**src/rtl/issue_queue.sv**
```systemverilog
// Collapsing issue queue with busy-table wakeup and oldest-ready select.
// Optional same-cycle rename-to-issue bypass: define IQ_BYPASS_EN.

package issue_queue_pkg;
  parameter int unsigned NumPhysReg = 128;
  parameter int unsigned NumFu      = 4;
  parameter int unsigned PregW      = $clog2(NumPhysReg);
  parameter int unsigned FuW        = $clog2(NumFu);
  parameter int unsigned RobW       = 6;
  parameter int unsigned SbW        = 4;
  parameter int unsigned BrW        = 4;

  typedef struct packed {
    logic             is_wfs;
    logic [RobW-1:0]  rob_dest;
    logic [SbW-1:0]   sb_dest;
    logic [BrW-1:0]   branch_speculation;
    logic [FuW-1:0]   func_unit;
    logic             w_v;
    logic [PregW-1:0] dest_id;
    logic [PregW-1:0] source_1;
    logic [31:0]      source2_imm;
    logic             imm;
  } renamed_instruction_t;

  localparam int unsigned RENAMED_INSTRUCTION_WIDTH = $bits(renamed_instruction_t);
endpackage

module issue_queue
  import issue_queue_pkg::*;
#(
  parameter int unsigned IQ_ENTRY     = 8,
  parameter int unsigned NUM_PHYS_REG = NumPhysReg,
  parameter int unsigned NUM_FU       = NumFu,
  parameter int unsigned PREG_W       = $clog2(NUM_PHYS_REG)
) (
  input  logic                 clk_i,
  input  logic                 reset_n_i,
  input  renamed_instruction_t renamed_i,
  input  logic                 renamed_v_i,
  output logic                 issue_rename_ready_o,
  output renamed_instruction_t issue_o,
  output logic                 issue_v_o,
  input  logic [NUM_FU-1:0]    fu_ready_i,
  input  logic                 wb_v_i,
  input  logic [PREG_W-1:0]    wb_preg_i,
  input  logic                 flush_i
);

  localparam int unsigned CntW = $clog2(IQ_ENTRY) + 1;
  localparam int unsigned IdxW = $clog2(IQ_ENTRY);

  renamed_instruction_t    entry_q [IQ_ENTRY];
  renamed_instruction_t    entry_d [IQ_ENTRY];
  logic [IQ_ENTRY-1:0]     s1_rdy_q, s1_rdy_d;
  logic [IQ_ENTRY-1:0]     s2_rdy_q, s2_rdy_d;
  logic [CntW-1:0]         count_q, count_d;
  logic [NUM_PHYS_REG-1:0] busy_q, busy_d;

  logic                    run;
  logic                    ins_s1, ins_s2;
  logic [IQ_ENTRY-1:0]     cand;
  logic                    any_cand;
  logic [IdxW-1:0]         sel_idx;
  logic                    found;
  logic                    q_issue;
  logic                    accept;
  logic                    bypass;
  logic                    enq;
  logic [CntW-1:0]         ins_idx;
  logic [PREG_W-1:0]       ins_src2;

  // Readiness of the incoming instruction, including a same-cycle writeback.
  always_comb begin
    ins_src2 = renamed_i.source2_imm[PREG_W-1:0];
    ins_s1   = !busy_q[renamed_i.source_1] || (wb_v_i && (wb_preg_i == renamed_i.source_1));
    ins_s2   = renamed_i.imm || !busy_q[ins_src2] || (wb_v_i && (wb_preg_i == ins_src2));
  end

  always_comb begin
    cand = '0;
    for (int i = 0; i < IQ_ENTRY; i++) begin
      cand[i] = (CntW'(i) < count_q) && s1_rdy_q[i] && s2_rdy_q[i] &&
                fu_ready_i[entry_q[i].func_unit];
    end
    any_cand = |cand;
  end

  // Lowest index is oldest.
  always_comb begin
    sel_idx = '0;
    found   = 1'b0;
    for (int i = 0; i < IQ_ENTRY; i++) begin
      if (cand[i] && !found) begin
        found   = 1'b1;
        sel_idx = IdxW'(i);
      end
    end
  end

  always_comb begin
    run                  = reset_n_i && !flush_i;
    q_issue              = run && any_cand;
    issue_rename_ready_o = run && (count_q != CntW'(IQ_ENTRY));
    accept               = renamed_v_i && issue_rename_ready_o;
`ifdef IQ_BYPASS_EN
    bypass = accept && !any_cand && ins_s1 && ins_s2 && fu_ready_i[renamed_i.func_unit];
`else
    bypass = 1'b0;
`endif
    enq       = accept && !bypass;
    issue_v_o = q_issue || bypass;
    issue_o   = bypass ? renamed_i : entry_q[sel_idx];
  end

  always_comb begin
    int unsigned src;
    ins_idx = count_q - CntW'(q_issue);
    for (int i = 0; i < IQ_ENTRY; i++) begin
      src = (q_issue && (CntW'(i) >= CntW'(sel_idx))) ? i + 1 : i;
      if (src < IQ_ENTRY) begin
        entry_d[i]  = entry_q[src];
        s1_rdy_d[i] = s1_rdy_q[src] ||
                      (wb_v_i && (entry_q[src].source_1 == wb_preg_i));
        s2_rdy_d[i] = s2_rdy_q[src] ||
                      (wb_v_i && !entry_q[src].imm &&
                       (entry_q[src].source2_imm[PREG_W-1:0] == wb_preg_i));
      end else begin
        entry_d[i]  = entry_q[i];
        s1_rdy_d[i] = 1'b0;
        s2_rdy_d[i] = 1'b0;
      end
    end
    if (enq) begin
      entry_d[ins_idx[IdxW-1:0]]  = renamed_i;
      s1_rdy_d[ins_idx[IdxW-1:0]] = ins_s1;
      s2_rdy_d[ins_idx[IdxW-1:0]] = ins_s2;
    end
    count_d = count_q + CntW'(enq) - CntW'(q_issue);

    // Clear before set so a same-cycle reallocation of the register stays busy.
    busy_d = busy_q;
    if (wb_v_i) busy_d[wb_preg_i] = 1'b0;
    if (accept && renamed_i.w_v) busy_d[renamed_i.dest_id] = 1'b1;

    if (flush_i) begin
      count_d = '0;
      busy_d  = '0;
    end
  end

  always_ff @(posedge clk_i) begin
    if (!reset_n_i) begin
      count_q  <= '0;
      busy_q   <= '0;
      s1_rdy_q <= '0;
      s2_rdy_q <= '0;
    end else begin
      count_q  <= count_d;
      busy_q   <= busy_d;
      s1_rdy_q <= s1_rdy_d;
      s2_rdy_q <= s2_rdy_d;
    end
  end

  // Payload needs no reset; validity comes from count_q.
  always_ff @(posedge clk_i) begin
    for (int i = 0; i < IQ_ENTRY; i++) begin
      entry_q[i] <= entry_d[i];
    end
  end

endmodule
```
**config.mk**
```make
export PLATFORM = sky130hd
export DESIGN_NAME = issue_queue
export DESIGN_NICKNAME = d
export VERILOG_FILES = /design/src/rtl/issue_queue.sv
export SDC_FILE = /design/constraint.sdc
export NUM_CORES = 2
export LEC_CHECK = 0
export BUFFER_PORTS_ARGS = -buffer_cell sky130_fd_sc_hd__buf_2
export CAP_MARGIN = 25
export CORE_MARGIN = 3
export CORE_UTILIZATION = 65
export CTS_CLUSTER_SIZE = 28
export DETAILED_ROUTE_END_ITERATION = 8
export GPL_ROUTABILITY_DRIVEN = 0
export PLACE_DENSITY = 0.82
export SETUP_SLACK_MARGIN = 0.05
export SYNTH_ARGS = -nofsm -noshare
export SYNTH_HDL_FRONTEND = slang
export SYNTH_SLANG_ARGS = --single-unit
```
**constraint.sdc**
```tcl
create_clock -name clk_i -period 7.5 [get_ports clk_i]
set_clock_uncertainty 0.15 [all_clocks]
set_input_delay 0.75 -clock clk_i [delete_from_list [all_inputs] [get_ports clk_i]]
set_output_delay 0.75 -clock clk_i [all_outputs]
set_load 0.01 [all_outputs]
```
Word level (Yosys, flattened, before mapping) --
Memories as Yosys holds them, arrays and structs flattened. Cells that the tools add are included.
Word-level totals: register bits after elaboration 148, RAM bits 520, bits of input ports 81, output and inout bits 67, logic and storage cells 307, memories 1
Memories:
- entry_q | depth 8, bits a word 65, rd ports 17, clocked after Yosys merged registers in 0, wr ports 8, line 53 | renamed_instruction_t entry_q [IQ_ENTRY];
Operators by class: add/subtract/negate cells 3, $lt $le $gt $ge 49, equal/unequal tests 19, multiplexer cells 114, bitwise gates (word level) 5, reductions and logical operators 112
Operators with widths (count):
- 65-bit 2-to-1 mux | 9
- 520-bit bitwise mux | 1
- 520-bit 2-to-1 mux | 1
- 128-bit 2-to-1 mux | 2
- 65-bit demux with 3-bit select | 1
- 128-bit bitwise AND | 1
- 128-bit inverter | 1
- 128-bit OR | 1
- 7-bit equality test | 18
- 1-bit logical AND | 73
- 1-bit 2-to-1 mux | 57
- 1-bit binary-select mux with 3-bit select | 16
- 3-bit by 4-bit < comparator with 1-bit output (second input constant) | 9
- 7-bit by 8-bit < comparator with 1-bit output (second input constant) | 4
- 2-bit by 3-bit < comparator with 1-bit output (second input constant) | 8
- 3-bit 2-to-1 mux | 7
- 1-bit logical OR | 19
- 1-bit zero test | 18
- 1-bit binary-select mux with 2-bit select | 8
- 8-bit bitwise mux | 2
- 2-bit by 4-bit < comparator with 1-bit output (second input constant) | 4
- 3-bit by 4-bit < comparator with 1-bit output (first input constant) | 4
- 8-bit 2-to-1 mux | 2
- 1-bit binary-select mux with 7-bit select | 2
- 23 further kinds | 34

Depth between registers and ports, before layout --
An unclocked memory read counts as a cell.
word-level depth 37, depth in mapped cells 19, mapped depth without buffers 16

Least setup slack after synthesis --
OpenSTA, ideal clock, no wires.
kind input to register, start input fu_ready_i[3], end memory entry_q[7][46] in the netlist's numbering, library setup time 0.121 ns, arrival time 4.206 ns, data required time 7.229 ns, path slack 3.023 ns, stages 14, path buffers 4, cell sequence mux4_2 and4_4 nand4bb_2 o21ai_4 inv_2 buf_6 ha_1 ha_1 clkbuf_1 nor2_1 nand2_1 buf_1 buf_1 mux2_2
RTL lines:
- start, declared | line 44 | input logic [NUM_FU-1:0] fu_ready_i,
- end, declared | line 53

==> flow_summary.toml <==
[floorplan]
die_height_microns = 238.9
core_area_sq_mm = 0.05308
initial_core_util_pct = 66.42
die_area_sq_mm = 0.05706
io_pins = 148
rows = 84
die_w_microns = 238.9

[timing]
hold_viol = 0
slew_viol_final = 0
fmax_mhz = 171.6
worst_pin_slew_ns = 1.143
setup_tns_ns = 0
slew_headroom_pct = 23.78
setup_violations = 0
finalCritPeriodShare_pct = 77.69
whs_ns = 0.2905
period_needed_ns = 5.827
rsz0062_at_grt = "no"

[finish]
fill_cells = 3901
nets = 4163
drive_above_1_share_pct = 12.48
layout_common_cells = "nand2_1, dfxtp_1, a21oi_1, mux2i_1, nor2_1"
syn2layout_area_growth_pct = 9.019
fin_cells = 4825
layout_commonest_cell = "nand2_1"

[synthesis]
synth_flop_cell = "dfxtp_1"
syn_inst = 4212
syn_area_per_cell_sq_um = 8.369
yosys_register_bits = 668
synthTopCellsByArea = "dfxtp_1, mux2i_1, nand2_1, a21oi_1, mux4_2"
ys_seq_area_share_pct = 37.94
synth_fp_nets = 4303
synth-edff-count = 0
synth_top_area_share_pct = 37.94
syn_area_sq_mm = 0.03525
async_flop_share_pct = 0
yosysTopAreaCell = "dfxtp_1"
synth_cell_types = 78
yosysWarnings = 0

[pwr]
power_frac_seq_pct = 45.9
combPwrFrac_pct = 9.2
leakage_nw = 14.78
p_sw_share_pct = 24.97
clkPwrFrac_pct = 44.9
internal-power_mw = 6.237
switchingPower_mw = 2.076
ir_drop_mv = 0.1540
powerDensity_mw_per_mm2 = 216.3

[drt]
dr.pass1.iters = 8
route.vias.total = 32930
ant_nets = 0
routed_wl_mm = 112.9
drc = 0
wl_per_cell_microns = 23.39
drt_iter0_markers = 4419
vias_per_cell = 6.826

[grt]
grt_pass1_vias = 31870
overflow = 0
grt_use_total_pct = 38.68
grt_max_degree = 106
grt_antenna_before_repair = 10
grt_pass1_wl_mm = 176.5

[cts]
cts_max_level = 3
hold_buffers = 0
cts_buffers = 71
clockRootBuffer = "clkbuf_16"
clock_path_buffers = 3
post_cts_resized = 0
cts.sinks = 668
path_clk_slew_ns = 0.06
cts_setup_buffers = 0
cts_tree = "yes"
clk_latency_ns = 0.63

[status]
status = "completed"

[critical_path]
crit_type = "reg -> out"
critPathLaunchType = "flip-flop"
crit_arrival_ns = 4.93
cp_max_fo = 67
cp-end-kind = "output pin"
crit_required_ns = 6.60

[placement]
place_hpwl_mm = 65.29
dp.cells = 4685
io_buffers = 147

[min_path]
hold_class = "in -> reg"

[run]
max_cap_viol_count = 0
## logic make-up after synthesis
logic type               synth area share, %
multiplexers                           20.21
flip-flops                             37.94
AO/OA/AOI/OAI                          18.16
buffers and inverters                  4.895
AND/OR/NAND/NOR                        15.54
XOR/XNOR                               2.882
adder cells (fa/ha/maj)               0.3762
## synthesized netlist by cell type, types with 3 or more instances
| library cell | instances |
|---|---|
| o21ai_0 | 311 |
| or4_1 | 7 |
| a222oi_1 | 5 |
| nand4b_1 | 4 |
| mux2_2 | 68 |
| nand2b_1 | 16 |
| buf_4 | 3 |
| nand3_1 | 157 |
| clkbuf_1 | 269 |
| buf_6 | 3 |
| a41oi_1 | 3 |
| a221oi_1 | 7 |
| and3_1 | 3 |
| nor2_1 | 339 |
| a21oi_1 | 446 |
| nand2_1 | 710 |
| dfxtp_1 | 668 |
| xor2_1 | 35 |
| buf_2 | 53 |
| o22ai_1 | 4 |
| mux2i_1 | 434 |
| ha_1 | 9 |
| xnor2_1 | 81 |
| inv_1 | 20 |
| nor3_1 | 17 |
| o221ai_1 | 136 |
| a2111oi_0 | 3 |
| mux4_2 | 89 |
| nand4_1 | 19 |
| o2bb2ai_1 | 3 |
| o2111ai_1 | 3 |
| o211ai_1 | 4 |
| and2_1 | 4 |
| nor4_1 | 8 |
| a31oi_1 | 129 |
| buf_1 | 82 |
| nor2b_1 | 3 |
| nand3b_1 | 5 |
## path summary, 6_finish.rpt
check / endpoint / slack, ns / depth (start not counted) / start
worst min-delay path: entry_q[5][32] / 0.29 / 3 / renamed_i[32]
worst min register to register: entry_q[3][64] / 0.34 / 2 / entry_q[4][64]
worst max register to register: entry_q[7][13] / 2.11 / 14 / count_q[2]
worst max-delay path: issue_o[39] / 1.67 / 12 / count_q[2]
## stage by stage
stage	area, sq um	power (mW)	setup WS (ns)	utilization, %
after floorplan	35250	4.363	3.023	-
after global placement	35790	4.608	2.089	67.44
after detailed placement	35880	4.627	1.938	67.60
after CTS	38360	8.282	1.841	72.27
after global routing	38420	8.534	1.646	72.39
final	38430	8.313	1.673	72.41
## worst max-delay path, stage by stage (launching register included)
cell     delay (ns)
dfxtp_1        0.36
inv_1          0.13
ha_1           0.29
or3b_1         0.42
nand4_2        0.24
nand4_4        0.23
nor3_2         0.67
a21o_4         0.91
nand2_1        0.12
nand3_1        0.13
a21oi_1        0.07
a31oi_1        0.48
buf_2          0.25
## sequential cells by signal (all words and copies together) (netlist names)
register	cells
entry_q	520
busy_q	128
s1_rdy_q	8
s2_rdy_q	8
count_q	4
## power groups by stage
stage / sequential [mW] / combinational, mW / clock [mW]
finish: 3.81 / 0.768 / 3.73
global route: 3.83 / 0.824 / 3.88
CTS: 3.81 / 0.748 / 3.72
detailed placement: 3.89 / 0.741 / 0
global placement: 3.88 / 0.727 / 0
floorplan: 3.85 / 0.511 / 0
## layout make-up
cell class              count  area [sq um]  area share, %
multi-input cells        3111         20320          52.87
flip-flops and latches    668         13370          34.80
clock buffers             109          2151          5.597
repair buffers            197          1289          3.353
well taps                 688         860.8          2.240
clock inverters            18         324.1         0.8432
inverters                  23         86.33         0.2246
diodes                     11         27.53        0.07163
## layer usage
layer | wire length [microns] | vias up | part of all wire [%] | GRT usage [%]
li1 | - | 14780 | - | -
met1 | 42190 | 15360 | 37 | 49.80
met2 | 50990 | 2253 | 45 | 61.13
met3 | 13460 | 537 | 12 | 8.122
met4 | 6234 | 0 | 5.5 | 21.24
met5 | 0 | - | 0 | 0
Note: power is estimated with default switching activity, not from simulation.
